**config.mk**
```make
export PLATFORM = sky130hd
export DESIGN_NAME = fp_writeback_arbiter
export DESIGN_NICKNAME = d
export VERILOG_FILES = /design/src/rtl/fp_wb_pkg.sv /design/src/rtl/fp_wb_fifo.sv /design/src/rtl/fp_writeback_arbiter.sv
export SDC_FILE = /design/constraint.sdc
export NUM_CORES = 1
export LEC_CHECK = 0
export ABC_AREA = 1
export CAP_MARGIN = 0
export CORE_MARGIN = 2
export CORE_UTILIZATION = 40
export CTS_BUF_LIST = sky130_fd_sc_hd__clkbuf_16
export CTS_CLUSTER_DIAMETER = 120
export DETAILED_ROUTE_END_ITERATION = 16
export DONT_BUFFER_PORTS = 1
export SLEW_MARGIN = 20
export SYNTH_ARGS = -nofsm -noshare
export SYNTH_HDL_FRONTEND = slang
export SYNTH_SLANG_ARGS = --single-unit
export TNS_END_PERCENT = 30
```
**constraint.sdc**
```tcl
create_clock -name clk -period 2.56 [get_ports clk]
set_input_delay 0.256 -clock clk [delete_from_list [all_inputs] [get_ports clk]]
set_output_delay 0.256 -clock clk [all_outputs]
set_load 0.05 [all_outputs]
```
**src/rtl/fp_wb_pkg.sv**
```systemverilog
// Shared types and defaults for the FP writeback arbiter slice.
package fp_wb_pkg;

    localparam int DEF_REG_NUM       = 32;
    localparam int DEF_FIFO_DEPTH    = 2;
    localparam int DEF_LSU_BURST_MAX = 4;
    localparam int WB_AW             = $clog2(DEF_REG_NUM);
    localparam int WB_DW             = 32;

    typedef struct packed {
        logic [WB_AW-1:0] addr;
        logic [WB_DW-1:0] data;
    } wb_entry_t;

    typedef enum logic [1:0] {
        WB_SRC_LSU  = 2'd0,
        WB_SRC_PIPE = 2'd1,
        WB_SRC_ITER = 2'd2
    } wb_src_e;

endpackage

```
**src/rtl/fp_wb_fifo.sv**
```systemverilog
// Per-source writeback queue: circular buffer with occupancy counter and
// registered not-full (ready) / empty flags.
module fp_wb_fifo
    import fp_wb_pkg::*;
#(
    parameter int DEPTH = DEF_FIFO_DEPTH
) (
    input  logic      clk,
    input  logic      rstn,
    input  logic      push_valid,
    output logic      push_ready,
    input  wb_entry_t push_entry,
    input  logic      pop,
    output wb_entry_t head,
    output logic      empty
);

    localparam int PW = (DEPTH > 1) ? $clog2(DEPTH) : 1;
    localparam int CW = $clog2(DEPTH + 1);

    wb_entry_t      mem [DEPTH];
    logic [PW-1:0]  wr_ptr, rd_ptr;
    logic [CW-1:0]  count, count_nxt;
    logic           not_full_q, empty_q;
    logic           push_fire, pop_fire;

    function automatic logic [PW-1:0] ptr_inc(input logic [PW-1:0] p);
        return (p == PW'(DEPTH - 1)) ? '0 : p + 1'b1;
    endfunction

    // Ready is the registered not-full, so a full queue refuses even while popping.
    assign push_fire  = push_valid && not_full_q;
    assign pop_fire   = pop && !empty_q;
    assign push_ready = not_full_q;
    assign empty      = empty_q;
    assign head       = mem[rd_ptr];

    always_comb begin
        count_nxt = count;
        case ({push_fire, pop_fire})
            2'b10:   count_nxt = count + 1'b1;
            2'b01:   count_nxt = count - 1'b1;
            default: count_nxt = count;
        endcase
    end

    always_ff @(posedge clk) begin
        if (!rstn) begin
            wr_ptr     <= '0;
            rd_ptr     <= '0;
            count      <= '0;
            not_full_q <= 1'b0;
            empty_q    <= 1'b1;
        end else begin
            if (push_fire) wr_ptr <= ptr_inc(wr_ptr);
            if (pop_fire)  rd_ptr <= ptr_inc(rd_ptr);
            count      <= count_nxt;
            not_full_q <= (count_nxt != CW'(DEPTH));
            empty_q    <= (count_nxt == '0);
        end
    end

    always_ff @(posedge clk) begin
        if (push_fire) mem[wr_ptr] <= push_entry;
    end

endmodule

```
**src/rtl/fp_writeback_arbiter.sv**
```systemverilog
// Merges LSU, pipelined-FPU and iterative-FPU results onto register-file and
// scoreboard write port 1: LSU priority, pipe/iter round-robin, LSU burst cap.
module fp_writeback_arbiter
    import fp_wb_pkg::*;
#(
    parameter int REG_NUM       = DEF_REG_NUM,
    parameter int FIFO_DEPTH    = DEF_FIFO_DEPTH,
    parameter int LSU_BURST_MAX = DEF_LSU_BURST_MAX,
    localparam int AW           = $clog2(REG_NUM)
) (
    input  logic          clk,
    input  logic          rstn,
    input  logic          lsu_valid,
    output logic          lsu_ready,
    input  logic [AW-1:0] lsu_addr,
    input  logic [31:0]   lsu_data,
    input  logic          pipe_valid,
    output logic          pipe_ready,
    input  logic [AW-1:0] pipe_addr,
    input  logic [31:0]   pipe_data,
    input  logic          iter_valid,
    output logic          iter_ready,
    input  logic [AW-1:0] iter_addr,
    input  logic [31:0]   iter_data,
    output logic          wb_write_enable,
    output logic [AW-1:0] wb_write_addr,
    output logic [31:0]   wb_write_data,
    output logic          sb_clear_enable,
    output logic [AW-1:0] sb_clear_addr,
    output logic          sb_clear_data,
    output logic          prio_reg,
    output logic          prio_scoreboard
);

    localparam int BW = $clog2(LSU_BURST_MAX + 1);

    wb_entry_t lsu_in, pipe_in, iter_in;
    wb_entry_t lsu_head, pipe_head, iter_head;
    logic      lsu_empty, pipe_empty, iter_empty;
    logic      lsu_pop, pipe_pop, iter_pop;

    logic      fpu_ne, starve;
    wb_src_e   fpu_src;
    logic      vld_p0;
    wb_src_e   src_p0;
    wb_entry_t entry_p0;

    logic [BW-1:0] burst_q;
    logic          rr_iter_q;
    logic          vld_p1;
    wb_entry_t     entry_p1;

    assign lsu_in  = '{addr: WB_AW'(lsu_addr),  data: lsu_data};
    assign pipe_in = '{addr: WB_AW'(pipe_addr), data: pipe_data};
    assign iter_in = '{addr: WB_AW'(iter_addr), data: iter_data};

    fp_wb_fifo #(.DEPTH(FIFO_DEPTH)) u_lsu_fifo (
        .clk(clk), .rstn(rstn),
        .push_valid(lsu_valid), .push_ready(lsu_ready), .push_entry(lsu_in),
        .pop(lsu_pop), .head(lsu_head), .empty(lsu_empty)
    );

    fp_wb_fifo #(.DEPTH(FIFO_DEPTH)) u_pipe_fifo (
        .clk(clk), .rstn(rstn),
        .push_valid(pipe_valid), .push_ready(pipe_ready), .push_entry(pipe_in),
        .pop(pipe_pop), .head(pipe_head), .empty(pipe_empty)
    );

    fp_wb_fifo #(.DEPTH(FIFO_DEPTH)) u_iter_fifo (
        .clk(clk), .rstn(rstn),
        .push_valid(iter_valid), .push_ready(iter_ready), .push_entry(iter_in),
        .pop(iter_pop), .head(iter_head), .empty(iter_empty)
    );

    // Stage p0: pick one queue head and pop it in the same cycle.
    assign fpu_ne = !pipe_empty || !iter_empty;
    assign starve = fpu_ne && (burst_q >= BW'(LSU_BURST_MAX));

    always_comb begin
        fpu_src  = WB_SRC_PIPE;
        vld_p0   = 1'b0;
        src_p0   = WB_SRC_LSU;
        entry_p0 = '0;
        if (!pipe_empty && !iter_empty)
            fpu_src = rr_iter_q ? WB_SRC_ITER : WB_SRC_PIPE;
        else if (!iter_empty)
            fpu_src = WB_SRC_ITER;
        if (!lsu_empty && !starve) begin
            vld_p0 = 1'b1;
            src_p0 = WB_SRC_LSU;
        end else if (fpu_ne) begin
            vld_p0 = 1'b1;
            src_p0 = fpu_src;
        end
        if (vld_p0) begin
            case (src_p0)
                WB_SRC_PIPE: entry_p0 = pipe_head;
                WB_SRC_ITER: entry_p0 = iter_head;
                default:     entry_p0 = lsu_head;
            endcase
        end
    end

    assign lsu_pop  = vld_p0 && (src_p0 == WB_SRC_LSU);
    assign pipe_pop = vld_p0 && (src_p0 == WB_SRC_PIPE);
    assign iter_pop = vld_p0 && (src_p0 == WB_SRC_ITER);

    // Stage p1: registered write to both register file and scoreboard.
    always_ff @(posedge clk) begin
        if (!rstn) begin
            burst_q   <= '0;
            rr_iter_q <= 1'b0;
            vld_p1    <= 1'b0;
            entry_p1  <= '0;
        end else begin
            vld_p1   <= vld_p0;
            entry_p1 <= entry_p0;
            if (pipe_pop || iter_pop) begin
                rr_iter_q <= ~rr_iter_q;
                burst_q   <= '0;
            end else if (!fpu_ne) begin
                burst_q <= '0;
            end else if (lsu_pop) begin
                burst_q <= burst_q + 1'b1;
            end
        end
    end

    assign wb_write_enable = vld_p1;
    assign wb_write_addr   = entry_p1.addr[AW-1:0];
    assign wb_write_data   = entry_p1.data;
    assign sb_clear_enable = vld_p1;
    assign sb_clear_addr   = entry_p1.addr[AW-1:0];
    // Busy-clear loses to the ID-stage busy-set on port 2 at the same address.
    assign sb_clear_data   = 1'b0;
    assign prio_reg        = 1'b1;
    assign prio_scoreboard = 1'b1;

endmodule

```
==> impl_metrics.env <==
export IMPL_crit_type="reg -> reg"
export IMPL_path_max_fanout=3
export IMPL_synth_common_cells="nand2_1 (328), inv_1 (291), edfxtp_1 (222)"
export IMPL_yosys_most_used_dff="edfxtp_1"
export IMPL_setup_viol=0
export IMPL_critical_path_max_stage_delay_ps=360
export IMPL_chipWidth_um=176.4
export IMPL_cts_tree="built"
export IMPL_rows=63
export IMPL_synth_area_um2=11890
export IMPL_ys_ff_latch=285
export IMPL_synth_top_area_frac=0.5608
export IMPL_via_per_inst=4.563
export IMPL_portBuffers=0
export IMPL_cts_resized_gates=0
export IMPL_fp_dieArea_um2=31110
export IMPL_cts_inserted_buffers=31
export IMPL_status="finished, final reports clean"
export IMPL_skew_ps=13.42
export IMPL_yosysMostFrequentCell="nand2_1"
export IMPL_cp_end_kind="register"
export IMPL_tightest_slew_ps=958.8
export IMPL_final_nets=1425
export IMPL_crit_buf_inv=4
export IMPL_grt_pass1_wl_um=43690
export IMPL_io_pins=166
export IMPL_synthMuxAreaShare=0
export IMPL_insertion_delay_ps=550
export IMPL_min_to="u_pipe_fifo.mem[1][11]$_DFFE_PP_"
export IMPL_synthTopCellsByArea="edfxtp_1 (56%), dfxtp_1 (11%), nand2_1 (10%), inv_1 (9.2%), nand3_1 (5.2%)"
export IMPL_fin_ws_ps=537.9
export IMPL_antenna_found_initial=1
export IMPL_clock_sinks=285
export IMPL_synth_compound_area_share=0.02653
export IMPL_worst_ep_required_time_ps=2990
export IMPL_rsz0062_at_grt="false"
export IMPL_drtIter0Drc=444
export IMPL_cts_root_buf="clkbuf_16"
export IMPL_finalHoldViolCount=0
export IMPL_fin_util=0.4896
export IMPL_synth_top_family_by_area="simple AND/OR/NAND/NOR gates"
export IMPL_critical_path_arrival_ps=2450
export IMPL_post_route_period_util=0.7899
export IMPL_timing_max_cap_violations=0
export IMPL_ys_types=27
export IMPL_drtAntennaViolNets=0
export IMPL_synth_simple_gate_area_share=0.1696
export IMPL_start_util=0.4032
export IMPL_yosysTopAreaCell="edfxtp_1"
export IMPL_async_reset_ff_frac=0
export IMPL_powerDensity_nw_per_um2=1095
export IMPL_synth_edf_count=222
export IMPL_dp_worst_setup_slack_ps=573.7
export IMPL_grt_max_degree=40
export IMPL_dpl_hpwl_um=16920
export IMPL_vias=7835
export IMPL_grt_pass1_vias=8046
export IMPL_setup_tns_ps=0
export IMPL_yosysWarnings=0
export IMPL_synth_xor_area_frac=0.002947
export IMPL_clkTransAtPathRegs_ps=60
export IMPL_post_cts_buffers=0
export IMPL_relSlewSlack=0.3599
export IMPL_synth_seq_area_share=0.6669
export IMPL_cp_top_family="simple AND/OR/NAND/NOR gates"
export IMPL_slowest_stage="dfxtp_1"
export IMPL_cpMostUsedCell="inv_1"
export IMPL_cts_hold_buf=115
export IMPL_reg2reg_from="u_pipe_fifo.empty$_SDFF_PN1_"
export IMPL_route_detailed_drc=0
export IMPL_htreeDepth=1
export IMPL_drt_total_wl_um=27970
export IMPL_worstHoldStart="pipe_valid"
export IMPL_post_route_min_period_ps=2022
export IMPL_peakVddDrop_mv=0.6342
export IMPL_worstRegToRegCells=13
export IMPL_cts_path_max_buffers=3
export IMPL_leakagePower_nw=6.487
export IMPL_placed_area_um2=12290
export IMPL_drtPass1Iterations=4
export IMPL_gp_congestion=0.7777
export IMPL_wl_per_cell_um=16.29
export IMPL_die_h_um=176.4
export IMPL_critical_path_cell_chain="inv_1 -> a21oi_1 -> nor2_1 -> nand2_1 -> inv_1 -> ha_2 -> nand3_1 -> inv_1 -> ha_1 -> inv_1 -> nand4_1 -> nand3_1 -> nand2_1"
export IMPL_postLayoutCellArea_um2=14430
export IMPL_worstHoldPathCells=2
export IMPL_hold_slack_ps=152.3
export IMPL_synthAdderAreaFrac=0.007368
export IMPL_syn2layout_area_growth_pct=21.42
export IMPL_slew_viol_final=0
export IMPL_coreArea_um2=29480
export IMPL_fillers=2682
export IMPL_grtUsageTotal=0.1832
export IMPL_overflow=0
export IMPL_drive_above_1_share=0.08145
export IMPL_r2r_slack_ps=540
export IMPL_hp_class="in -> reg"
export IMPL_critPathLaunchType="register"
export IMPL_fmax_mhz=494.5
export IMPL_syn_mean_instance_area_um2=10.07
export IMPL_syn_inst=1180
export IMPL_worstReg2RegEnd="u_pipe_fifo.empty$_SDFF_PN1_"
==> layer usage <==
metal	global-route usage	wire [um]	part of all wire	vias to the layer above
met1	0.2243	11780	0.42	3716
met4	0.04752	693	0.025	0
li1	-	-	-	3897
met3	0.03790	1492	0.053	40
met2	0.3288	14010	0.50	182
met5	0	0	0	-
==> kinds of logic after synthesis <==
group                    count (synthesis)
other                                    2
flip-flops                             285
adder cells (fa/ha/maj)                  7
buffers and inverters                  348
AO/OA/AOI/OAI                           48
AND/OR/NAND/NOR                        486
XOR/XNOR                                 4
==> state kept, by name, indices dropped and copies added, names as in the netlist, 2 cells and up, named ones only <==
signal / cells
u_iter_fifo.mem: 74
u_lsu_fifo.mem: 74
u_pipe_fifo.mem: 74
wb_write_data: 32
sb_clear_addr: 5
burst_q: 3
u_iter_fifo.count: 2
u_lsu_fifo.count: 2
u_pipe_fifo.count: 2
==> placed cells by master (no fill, tap or decap) <==
cell type,count
nor2_4,6
xnor2_1,1
dfxtp_1,60
o21ai_1,1
clkinv_4,1
buf_4,21
edfxtp_1,222
o21ai_2,1
ha_1,4
bufinv_16,4
nand2_1,328
clkinv_1,9
clkbuf_16,31
diode_2,1
nor2_1,14
nor3_1,3
clkinv_2,4
nand2_2,2
inv_1,297
nand3_2,1
inv_2,6
a21oi_1,27
dfxtp_2,3
nand4_1,6
dlygate4sd3_1,115
xor2_1,3
ha_2,3
a21oi_2,19
nand3_1,124
nor2_2,1
nand3b_1,1
buf_12,4
inv_6,1
conb_1,3
==> worst register-to-register path, delay by kind of cell (launching register included) <==
| family | cells | cell delay (ps) |
|---|---|---|
| flip-flops | 1 | 360 |
| AND/OR/NAND/NOR | 6 | 590 |
| buffers and inverters | 4 | 280 |
| AO/OA/AOI/OAI | 1 | 190 |
| adder cells (fa/ha/maj) | 2 | 490 |
==> layout make-up <==
| class | count | area [um^2] | area share |
|---|---|---|---|
| Sequential cell | 285 | 7931 | 0.5495 |
| Multi-Input combinational cell | 548 | 2517 | 0.1744 |
| Timing Repair Buffer | 140 | 1389 | 0.09623 |
| Inverter | 296 | 1111 | 0.07698 |
| Clock buffer | 31 | 775.7 | 0.05375 |
| Tap cell | 390 | 488.0 | 0.03381 |
| Clock inverter | 26 | 217.7 | 0.01508 |
| Antenna cell | 1 | 2.502 | 0.0001734 |
==> how the worst max path moves through the flow <==
stage                                                  from                                 to  slack, ps  cells past startpoint
after floorplan           u_pipe_fifo.push_ready$_SDFF_PN0_    u_pipe_fifo.mem[1][0]$_DFFE_PP_       -290                      2
after detailed placement       u_pipe_fifo.empty$_SDFF_PN1_  u_pipe_fifo.push_ready$_SDFF_PN0_        570                     13
after global routing           u_pipe_fifo.empty$_SDFF_PN1_  u_pipe_fifo.push_ready$_SDFF_PN0_        300                     13
final                          u_pipe_fifo.empty$_SDFF_PN1_       u_pipe_fifo.empty$_SDFF_PN1_        540                     13
after global placement         u_iter_fifo.empty$_SDFF_PN1_        sb_clear_addr[1]$_SDFF_PN0_        600                     11
after CTS                      u_pipe_fifo.empty$_SDFF_PN1_  u_pipe_fifo.push_ready$_SDFF_PN0_        540                     13
==> per-stage QoR <==
step | power [W] | std cells
finish | 0.01581 | 1717
CTS | 0.01600 | 1716
floorplan | 0.01030 | 1181
detailed placement | 0.01146 | 1544
global route | 0.01674 | 1716
global placement | 0.01140 | 1544
==> power by group <==
group	internal [W]	switching, W
Combinational	0.00127	0.00285
Sequential	0.00589	0.00145
Clock	0.00258	0.00177
No activity file was read; power rests on OpenSTA's default activity.
